==> src/rtl/am_search_ctrl_pkg.sv <==
// Shared types and constants for the associative-memory search controller.
//   am_ctrl_state_e : sequencer states (IDLE, START, STREAM, WAIT_AM)
//   AmFifoDepth     : depth of the class-HV staging FIFO
//   AmFifoCntWidth  : width of the FIFO occupancy count (0..AmFifoDepth)
package am_ctrl_pkg;

   typedef enum logic [1:0] {
      IDLE,
      START,
      STREAM,
      WAIT_AM
   } am_ctrl_state_e;

   localparam int AmFifoDepth    = 2;
   localparam int AmFifoCntWidth = $clog2(AmFifoDepth + 1);

endpackage

==> src/rtl/am_search_ctrl_if.sv <==
// Link between the search controller and the assoc_mem datapath.
//   am_start        : 1-cycle start pulse to the AM
//   am_busy         : AM busy
//   am_max_arg_idx  : AM best-match class index
//   class_hv        : class hypervector streamed to the AM
//   class_hv_valid  : class_hv holds data
//   class_hv_ready  : AM accepts class_hv this cycle
// Modports: master = controller side, slave = AM side.
interface am_search_ctrl_if #(
   parameter int HVDimension = 512,
   parameter int DataWidth   = 8
);

   logic                   am_start;
   logic                   am_busy;
   logic [DataWidth-1:0]   am_max_arg_idx;
   logic [HVDimension-1:0] class_hv;
   logic                   class_hv_valid;
   logic                   class_hv_ready;

   modport master (
      output am_start, class_hv, class_hv_valid,
      input  am_busy, am_max_arg_idx, class_hv_ready
   );

   modport slave (
      input  am_start, class_hv, class_hv_valid,
      output am_busy, am_max_arg_idx, class_hv_ready
   );

endinterface

==> src/rtl/am_search_ctrl_class_fifo.sv <==
// am_class_fifo: AmFifoDepth-entry staging FIFO for class hypervectors read
// from the class SRAM on their way to the AM.
//   clk_i, rst_i : clock, synchronous active-high reset
//   flush        : synchronous flush (empties the FIFO)
//   push, push_data : write one entry
//   pop          : remove the head entry
//   head         : current head entry (meaningful only when count != 0)
//   count        : current occupancy
module am_class_fifo
   import am_ctrl_pkg::*;
#(
   parameter int HVDimension = 512
) (
   input  logic                      clk_i,
   input  logic                      rst_i,
   input  logic                      flush,
   input  logic                      push,
   input  logic [HVDimension-1:0]    push_data,
   input  logic                      pop,
   output logic [HVDimension-1:0]    head,
   output logic [AmFifoCntWidth-1:0] count
);

   localparam int PtrWidth = $clog2(AmFifoDepth);

   logic [HVDimension-1:0] mem [AmFifoDepth];
   logic [PtrWidth-1:0]    wr_ptr;
   logic [PtrWidth-1:0]    rd_ptr;

   // NOTE: the storage array has no reset; only pointers and count do. An
   // empty FIFO never exposes stale data because the consumer gates on count.
   always_ff @(posedge clk_i) begin
      if (push) begin
         mem[wr_ptr] <= push_data;
      end
   end

   always_ff @(posedge clk_i) begin
      if (rst_i || flush) begin
         wr_ptr <= '0;
         rd_ptr <= '0;
         count  <= '0;
      end else begin
         if (push) wr_ptr <= wr_ptr + PtrWidth'(1);
         if (pop)  rd_ptr <= rd_ptr + PtrWidth'(1);
         count <= count + AmFifoCntWidth'(push) - AmFifoCntWidth'(pop);
      end
   end

   assign head = mem[rd_ptr];

endmodule

==> src/rtl/am_search_ctrl.sv <==
// am_search_ctrl: sequences one associative-memory search. On an accepted
// start it pulses the AM start, reads class HVs 0..N-1 from the class SRAM
// (1-cycle read latency) through a 2-entry FIFO, streams them to the AM over
// valid/ready, then captures the winning class index.
// Ports:
//   clk_i, rst_i          : clock, synchronous active-high reset
//   search_start_i        : search request (level, sampled in IDLE)
//   search_busy_o         : high while not IDLE
//   search_done_o         : 1-cycle pulse when the result is captured
//   result_valid_o/idx_o  : captured winner, held until next accepted start
//   cfg_err_o             : 1-cycle pulse, start rejected (bad num_class)
//   csr_num_class_i       : number of classes to compare (1..ClassMemDepth)
//   cmem_req_o/addr_o     : class SRAM read request/address
//   cmem_rdata_i          : SRAM read data, valid the cycle after the request
//   am_if                 : AM start/busy/index and class-HV stream (master)
//   perf_cycles_o         : search latency in cycles
// Optional feature: define AM_PERF_CNT_EN to build the 16-bit saturating
// busy-cycle counter; otherwise perf_cycles_o is tied to zero.
module am_search_ctrl
   import am_ctrl_pkg::*;
#(
   parameter int HVDimension   = 512,
   parameter int DataWidth     = 8,
   parameter int ClassMemDepth = 32,
   parameter int AddrWidth     = $clog2(ClassMemDepth)
) (
   input  logic                   clk_i,
   input  logic                   rst_i,
   input  logic                   search_start_i,
   output logic                   search_busy_o,
   output logic                   search_done_o,
   output logic                   result_valid_o,
   output logic [DataWidth-1:0]   result_idx_o,
   output logic                   cfg_err_o,
   input  logic [DataWidth-1:0]   csr_num_class_i,
   output logic                   cmem_req_o,
   output logic [AddrWidth-1:0]   cmem_addr_o,
   input  logic [HVDimension-1:0] cmem_rdata_i,
   am_search_ctrl_if.master       am_if,
   output logic [15:0]            perf_cycles_o
);

   am_ctrl_state_e              state;
   logic [DataWidth-1:0]        num_class;   // latched N, immune to later CSR writes
   logic [DataWidth-1:0]        rd_addr;
   logic [DataWidth-1:0]        sent;
   logic                        inflight;    // a read issued last cycle lands now
   logic [AmFifoCntWidth-1:0]   fifo_cnt;
   logic [AmFifoCntWidth:0]     credit_used;
   logic [HVDimension-1:0]      fifo_head;
   logic                        num_ok;
   logic                        accept;
   logic                        pop;

   assign num_ok = (csr_num_class_i != '0) &&
                   (csr_num_class_i <= DataWidth'(ClassMemDepth));
   assign accept = (state == IDLE) && search_start_i && num_ok;

   assign am_if.class_hv_valid = (state == STREAM) && (fifo_cnt != '0);
   assign am_if.class_hv       = am_if.class_hv_valid ? fifo_head : '0;
   assign pop                  = am_if.class_hv_valid && am_if.class_hv_ready;

   // Entries that will occupy the FIFO after this edge if no new read is
   // issued: what stays after the pop plus the read already in flight.
   // Issuing only while this is below the depth keeps the FIFO from
   // overflowing while still allowing one read per cycle at full throughput.
   assign credit_used = (AmFifoCntWidth + 1)'(fifo_cnt) - (AmFifoCntWidth + 1)'(pop)
                      + (AmFifoCntWidth + 1)'(inflight);
   assign cmem_req_o  = (state == STREAM) && (rd_addr < num_class) &&
                        (credit_used < (AmFifoCntWidth + 1)'(AmFifoDepth));
   assign cmem_addr_o = rd_addr[AddrWidth-1:0];

   am_class_fifo #(
      .HVDimension (HVDimension)
   ) u_fifo (
      .clk_i     (clk_i),
      .rst_i     (rst_i),
      .flush     (state == START),
      .push      (inflight),
      .push_data (cmem_rdata_i),
      .pop       (pop),
      .head      (fifo_head),
      .count     (fifo_cnt)
   );

   always_ff @(posedge clk_i) begin
      if (rst_i) begin
         state          <= IDLE;
         num_class      <= '0;
         rd_addr        <= '0;
         sent           <= '0;
         inflight       <= 1'b0;
         search_busy_o  <= 1'b0;
         search_done_o  <= 1'b0;
         result_valid_o <= 1'b0;
         result_idx_o   <= '0;
         cfg_err_o      <= 1'b0;
         am_if.am_start <= 1'b0;
      end else begin
         // Pulse outputs default low; the states below raise them for one cycle.
         search_done_o  <= 1'b0;
         cfg_err_o      <= 1'b0;
         am_if.am_start <= 1'b0;
         inflight       <= cmem_req_o;
         if (cmem_req_o) rd_addr <= rd_addr + DataWidth'(1);
         if (pop)        sent    <= sent + DataWidth'(1);

         unique case (state)
            IDLE: begin
               if (accept) begin
                  num_class      <= csr_num_class_i;
                  result_valid_o <= 1'b0;
                  search_busy_o  <= 1'b1;
                  am_if.am_start <= 1'b1;
                  state          <= START;
               end else if (search_start_i) begin
                  cfg_err_o <= 1'b1;
               end
            end
            START: begin
               rd_addr <= '0;
               sent    <= '0;
               state   <= STREAM;
            end
            STREAM: begin
               if (pop && (sent + DataWidth'(1) == num_class)) begin
                  state <= WAIT_AM;
               end
            end
            WAIT_AM: begin
               if (!am_if.am_busy) begin
                  result_idx_o   <= am_if.am_max_arg_idx;
                  result_valid_o <= 1'b1;
                  search_done_o  <= 1'b1;
                  search_busy_o  <= 1'b0;
                  state          <= IDLE;
               end
            end
         endcase
      end
   end

`ifdef AM_PERF_CNT_EN
   logic [15:0] perf_cnt;

   always_ff @(posedge clk_i) begin
      if (rst_i || accept) begin
         perf_cnt <= '0;
      end else if (search_busy_o && (perf_cnt != 16'hFFFF)) begin
         perf_cnt <= perf_cnt + 16'd1;
      end
   end

   assign perf_cycles_o = perf_cnt;
`else
   assign perf_cycles_o = '0;
`endif

endmodule

==> src/flat_wrapper.sv <==
// flat-port wrapper written by rule: the top's interface ports become plain ports
module am_search_ctrl_flat import am_ctrl_pkg::*;
#(
   parameter int HVDimension   = 512,
   parameter int DataWidth     = 8,
   parameter int ClassMemDepth = 32,
   parameter int AddrWidth     = $clog2(ClassMemDepth)
)
  (clk_i, rst_i, search_start_i, search_busy_o, search_done_o, result_valid_o, result_idx_o, cfg_err_o, csr_num_class_i, cmem_req_o, cmem_addr_o, cmem_rdata_i, perf_cycles_o, am_if_am_start, am_if_class_hv, am_if_class_hv_valid, am_if_am_busy, am_if_am_max_arg_idx, am_if_class_hv_ready);
  am_search_ctrl_if #(.HVDimension(HVDimension), .DataWidth(DataWidth)) am_if_i ();
  input  logic clk_i;
  input  logic rst_i;
  input  logic search_start_i;
  output logic search_busy_o;
  output logic search_done_o;
  output logic result_valid_o;
  output logic [DataWidth-1:0] result_idx_o;
  output logic cfg_err_o;
  input  logic [DataWidth-1:0] csr_num_class_i;
  output logic cmem_req_o;
  output logic [AddrWidth-1:0] cmem_addr_o;
  input  logic [HVDimension-1:0] cmem_rdata_i;
  output logic [15:0] perf_cycles_o;
  output wire logic [$bits(am_if_i.am_start)-1:0] am_if_am_start;
  output wire logic [$bits(am_if_i.class_hv)-1:0] am_if_class_hv;
  output wire logic [$bits(am_if_i.class_hv_valid)-1:0] am_if_class_hv_valid;
  input wire logic [$bits(am_if_i.am_busy)-1:0] am_if_am_busy;
  input wire logic [$bits(am_if_i.am_max_arg_idx)-1:0] am_if_am_max_arg_idx;
  input wire logic [$bits(am_if_i.class_hv_ready)-1:0] am_if_class_hv_ready;
  assign am_if_am_start = am_if_i.am_start;
  assign am_if_class_hv = am_if_i.class_hv;
  assign am_if_class_hv_valid = am_if_i.class_hv_valid;
  assign am_if_i.am_busy = am_if_am_busy;
  assign am_if_i.am_max_arg_idx = am_if_am_max_arg_idx;
  assign am_if_i.class_hv_ready = am_if_class_hv_ready;
  am_search_ctrl #(.HVDimension(HVDimension), .DataWidth(DataWidth), .ClassMemDepth(ClassMemDepth), .AddrWidth(AddrWidth)) u_core (.clk_i(clk_i), .rst_i(rst_i), .search_start_i(search_start_i), .search_busy_o(search_busy_o), .search_done_o(search_done_o), .result_valid_o(result_valid_o), .result_idx_o(result_idx_o), .cfg_err_o(cfg_err_o), .csr_num_class_i(csr_num_class_i), .cmem_req_o(cmem_req_o), .cmem_addr_o(cmem_addr_o), .cmem_rdata_i(cmem_rdata_i), .am_if(am_if_i), .perf_cycles_o(perf_cycles_o));
endmodule
==> config.mk <==
export PLATFORM = sky130hd
export DESIGN_NAME = am_search_ctrl_flat
export DESIGN_NICKNAME = d
export VERILOG_FILES = /design/src/rtl/am_search_ctrl_pkg.sv /design/src/rtl/am_search_ctrl_if.sv /design/src/rtl/am_search_ctrl_class_fifo.sv /design/src/rtl/am_search_ctrl.sv /design/src/flat_wrapper.sv
export SDC_FILE = /design/constraint.sdc
export NUM_CORES = 1
export LEC_CHECK = 0
export CAP_MARGIN = 20
export CORE_AREA = 2 2 427 429
export CTS_CLUSTER_SIZE = 30
export DETAILED_ROUTE_END_ITERATION = 8
export DIE_AREA = 0 0 429 431
export GPL_ROUTABILITY_DRIVEN = 0
export PLACE_DENSITY = 0.45
export SLEW_MARGIN = 20
export SYNTH_ARGS = -nofsm -noshare
export SYNTH_HDL_FRONTEND = slang
export SYNTH_SLANG_ARGS = --single-unit
==> constraint.sdc <==
create_clock -name clk_i -period 30.3 [get_ports clk_i]
set_clock_uncertainty 0.05 [all_clocks]
set_input_delay 3.03 -clock clk_i [delete_from_list [all_inputs] [get_ports clk_i]]
set_output_delay 3.03 -clock clk_i [all_outputs]
set_load 0.005 [all_outputs]
==> metrics.cfg <==
[drt]
first_iter_violations = 1291
drc = 0
via_count = 24400
drt_first_pass_iters = 5
ant_nets = 0
wl_per_cell_um = 22.8
drt-total-wl_mm = 138
avgViaCountPerCell = 4.05

[critical_path]
crit_chain = clkdlybuf4s50_1, o211ai_1, inv_1, ha_1, inv_1, ha_1, fa_1, a211oi_1, and3_1, o31a_1, clkdlybuf4s50_1
critPathMaxStageDelay_ns = 0.67
startpoint_type = input pin
crit_required_ns = 27.22
endpoint = cmem_req_o
worstSetupPathType = input pin to primary output
worst_setup_path_end_kind = primary output
crit_fanout = 14
ff2ff_path_depth = 6
startpoint = am_if_class_hv_ready
reg2reg_slack_ns = 25.60
r2r_end = u_core.u_fifo.mem[0][138]
arrival_ns = 6.59
r2r-start = u_core.inflight
crit_path_top_delay_cell = clkdlybuf4s50_1

[layout]
fill_cells = 17900
final_layout_size_suffix_gt1_frac = 0.0567
fin_util = 0.323
area_growth_pct = 42.7
multi_input_area_sq_mm = 0.00846
nets = 4101
register_area_sq_mm = 0.0317

[pwr]
p_leak_nw = 17.9
p_sw_w = 0.000662
seqPwrFrac = 0.508
p_int_w = 0.00255
total_power_w = 0.00321
p_per_area_mw_per_mm2 = 55.3
ir_drop_mv = 0.0478
swShare = 0.206
comb_power_share = 0.037
power.share.clock = 0.455

[status]
status = completed

[sta]
setup_viol = 0
post-route-period-util = 0.319
min_period_ns = 9.67
tns_ns = 0
max-slew-margin-rel = 0.174
rsz0062_at_grt = no
fmax_ghz = 0.103
hold_violations = 0
worst_pin_slew_ns = 1.24
fin_hold_ws_ns = 0.404
slew_violations = 0

[die]
dieHeight_um = 431
core_sq_mm = 0.180
start_util = 0.226
rows = 156
ios = 1081
die_w_um = 429
die_area_sq_mm = 0.185

[grt]
grt_max_degree = 157
globalRouteOverflowTotal = 0
grt_pass1_vias = 24500
track_usage = 0.144
grt_antenna_before_repair = 41
grt_pass1_wl_mm = 188

[logic_synthesis]
synthDistinctLibCells = 50
async_reset_ff_frac = 0
synth_area_leader_cell = edfxtp_1
syn_inst = 2455
netlist_area_sq_mm = 0.0407
synth_edf_count = 1024
synth.top_cell.area_share = 0.755
synth_seq_cells = 1069
ys_seq_area_frac = 0.777
avgSynthCellArea_sq_um = 16.6
synthTopCellsByArea = edfxtp_1 75%, mux2i_1 13%, nor2_1 5.0%, dfxtp_1 2.2%, clkbuf_1 0.78%
synth_commonest_cells = 1024 x edfxtp_1, 539 x nor2_1, 522 x mux2i_1
ys.warnings.count = 0
yosysMostFrequentCell = edfxtp_1
yosys_most_used_dff = edfxtp_1

[job]
maxCapViolations = 0

[clock_network]
cts_resized = 0
cts_root_buffer = clkbuf_16
holdBufCountCts = 0
clk_latency_ns = 0.74
htree_levels = 4
cts_tree = yes
cts_sinks = 1069
clk_path_buf_depth = 3
post-cts-setup-buffers = 0
clk_pin_slew_ns = 0.05
numCtsBuffers = 131

[worst_hold_path]
hold_class = flop to flop

[placed_design]
portBuffers = 1064
dp_hpwl_mm = 97.6

==> metrics by stage <==
step	instance area, sq um	instances	setup WS [ns]
finish	58100	6036	20.63
global placement	54100	5788	20.61
CTS	58100	6023	20.66
detailed placement	54100	5788	20.65
global route	58100	6034	20.48
floorplan	40800	2470	7.13
==> registers in the layout, summed over array words and instances, names as in the netlist, named ones only <==
name                   count
u_core.u_fifo.mem       1024
u_core.num_class           8
u_core.rd_addr             8
u_core.result_idx_o        8
u_core.sent                8
u_core.state               2
u_core.u_fifo.count        2
u_core.am_if.am_start      1
u_core.cfg_err_o           1
u_core.inflight            1
u_core.result_valid_o      1
u_core.search_busy_o       1
u_core.search_done_o       1
u_core.u_fifo.rd_ptr       1
u_core.u_fifo.wr_ptr       1
==> critical path: cells and delay by family <==
| family | cells | cell delay, ns |
|---|---|---|
| and+or+nand+nor | 1 | 0.18 |
| AOI/OAI and AO/OA | 3 | 1.03 |
| adders and majority gates | 3 | 1.02 |
| buffers and inverters | 4 | 1.32 |
==> power groups by stage <==
stage / combinational [W] / clock (W) / sequential [W]
floorplan: 0.0000255 / 0 / 0.00167
global placement: 0.000115 / 0 / 0.00166
detailed placement: 0.000118 / 0 / 0.00166
CTS: 0.000119 / 0.00151 / 0.00163
global route: 0.000127 / 0.00157 / 0.00163
finish: 0.000118 / 0.00146 / 0.00163
==> routing by layer <==
layer,share of wire,GRT usage,vias up
li1,-,-,11300
met1,0.40,0.168,12200
met2,0.50,0.240,711
met3,0.071,0.0523,228
met4,0.031,0.0556,40
met5,0.0022,0.00260,-
==> worst min-delay path by stage <==
stage | startpoint | to | cells past startpoint
floorplan | u_core.rd_addr[7] | u_core.rd_addr[7] | 2
global placement | u_core.result_idx_o[3] | u_core.result_idx_o[3] | 2
detailed placement | u_core.result_idx_o[0] | u_core.result_idx_o[0] | 2
CTS | u_core.result_idx_o[0] | u_core.result_idx_o[0] | 2
global route | u_core.result_idx_o[0] | u_core.result_idx_o[0] | 2
finish | u_core.result_idx_o[6] | u_core.result_idx_o[6] | 2
==> kinds of logic (layout without fill, tap and decap cells) <==
kind of cell,Yosys count,in the layout,synth area share
fa+ha+maj,17,17,0.00541
simple gates,617,617,0.0603
buf+inv,164,1347,0.0172
xor+xnor,17,17,0.00366
flops,1069,1069,0.777
other cells,1,29,0.0000921
mux,522,522,0.128
compound gates,48,48,0.00799
==> area by class of cell <==
class,count,area share
diodes,13,0.000560
flip-flops and latches,1069,0.545
clock buffers,163,0.0599
clock inverters,72,0.00870
inverters,19,0.00123
repair buffers,1093,0.188
well taps,2370,0.0510
multi-input cells,1237,0.145
==> cells in the final DEF (no fill, tap or decap), types with 3 or more instances in the layout <==
master           count
clkdlybuf4s50_1   1064
edfxtp_1          1024
nor2_1             538
mux2i_1            522
clkbuf_16          135
dfxtp_1             44
clkinv_1            38
nand2_1             30
clkbuf_1            28
buf_4               22
inv_1               19
a21oi_1             17
ha_1                16
conb_1              16
clkinv_2            16
diode_2             13
xor2_1              10
inv_6                8
xnor2_1              7
and2_1               7
buf_12               7
nand2b_1             5
o21ai_0              4
nor2b_1              4
and3_1               4
or3_1                4
nand3_1              4
nor3_1               4
a31oi_1              4
a41o_1               4
clkinv_8             4
bufinv_16            4
a211oi_1             3
No activity file was read; power rests on OpenSTA's default activity.
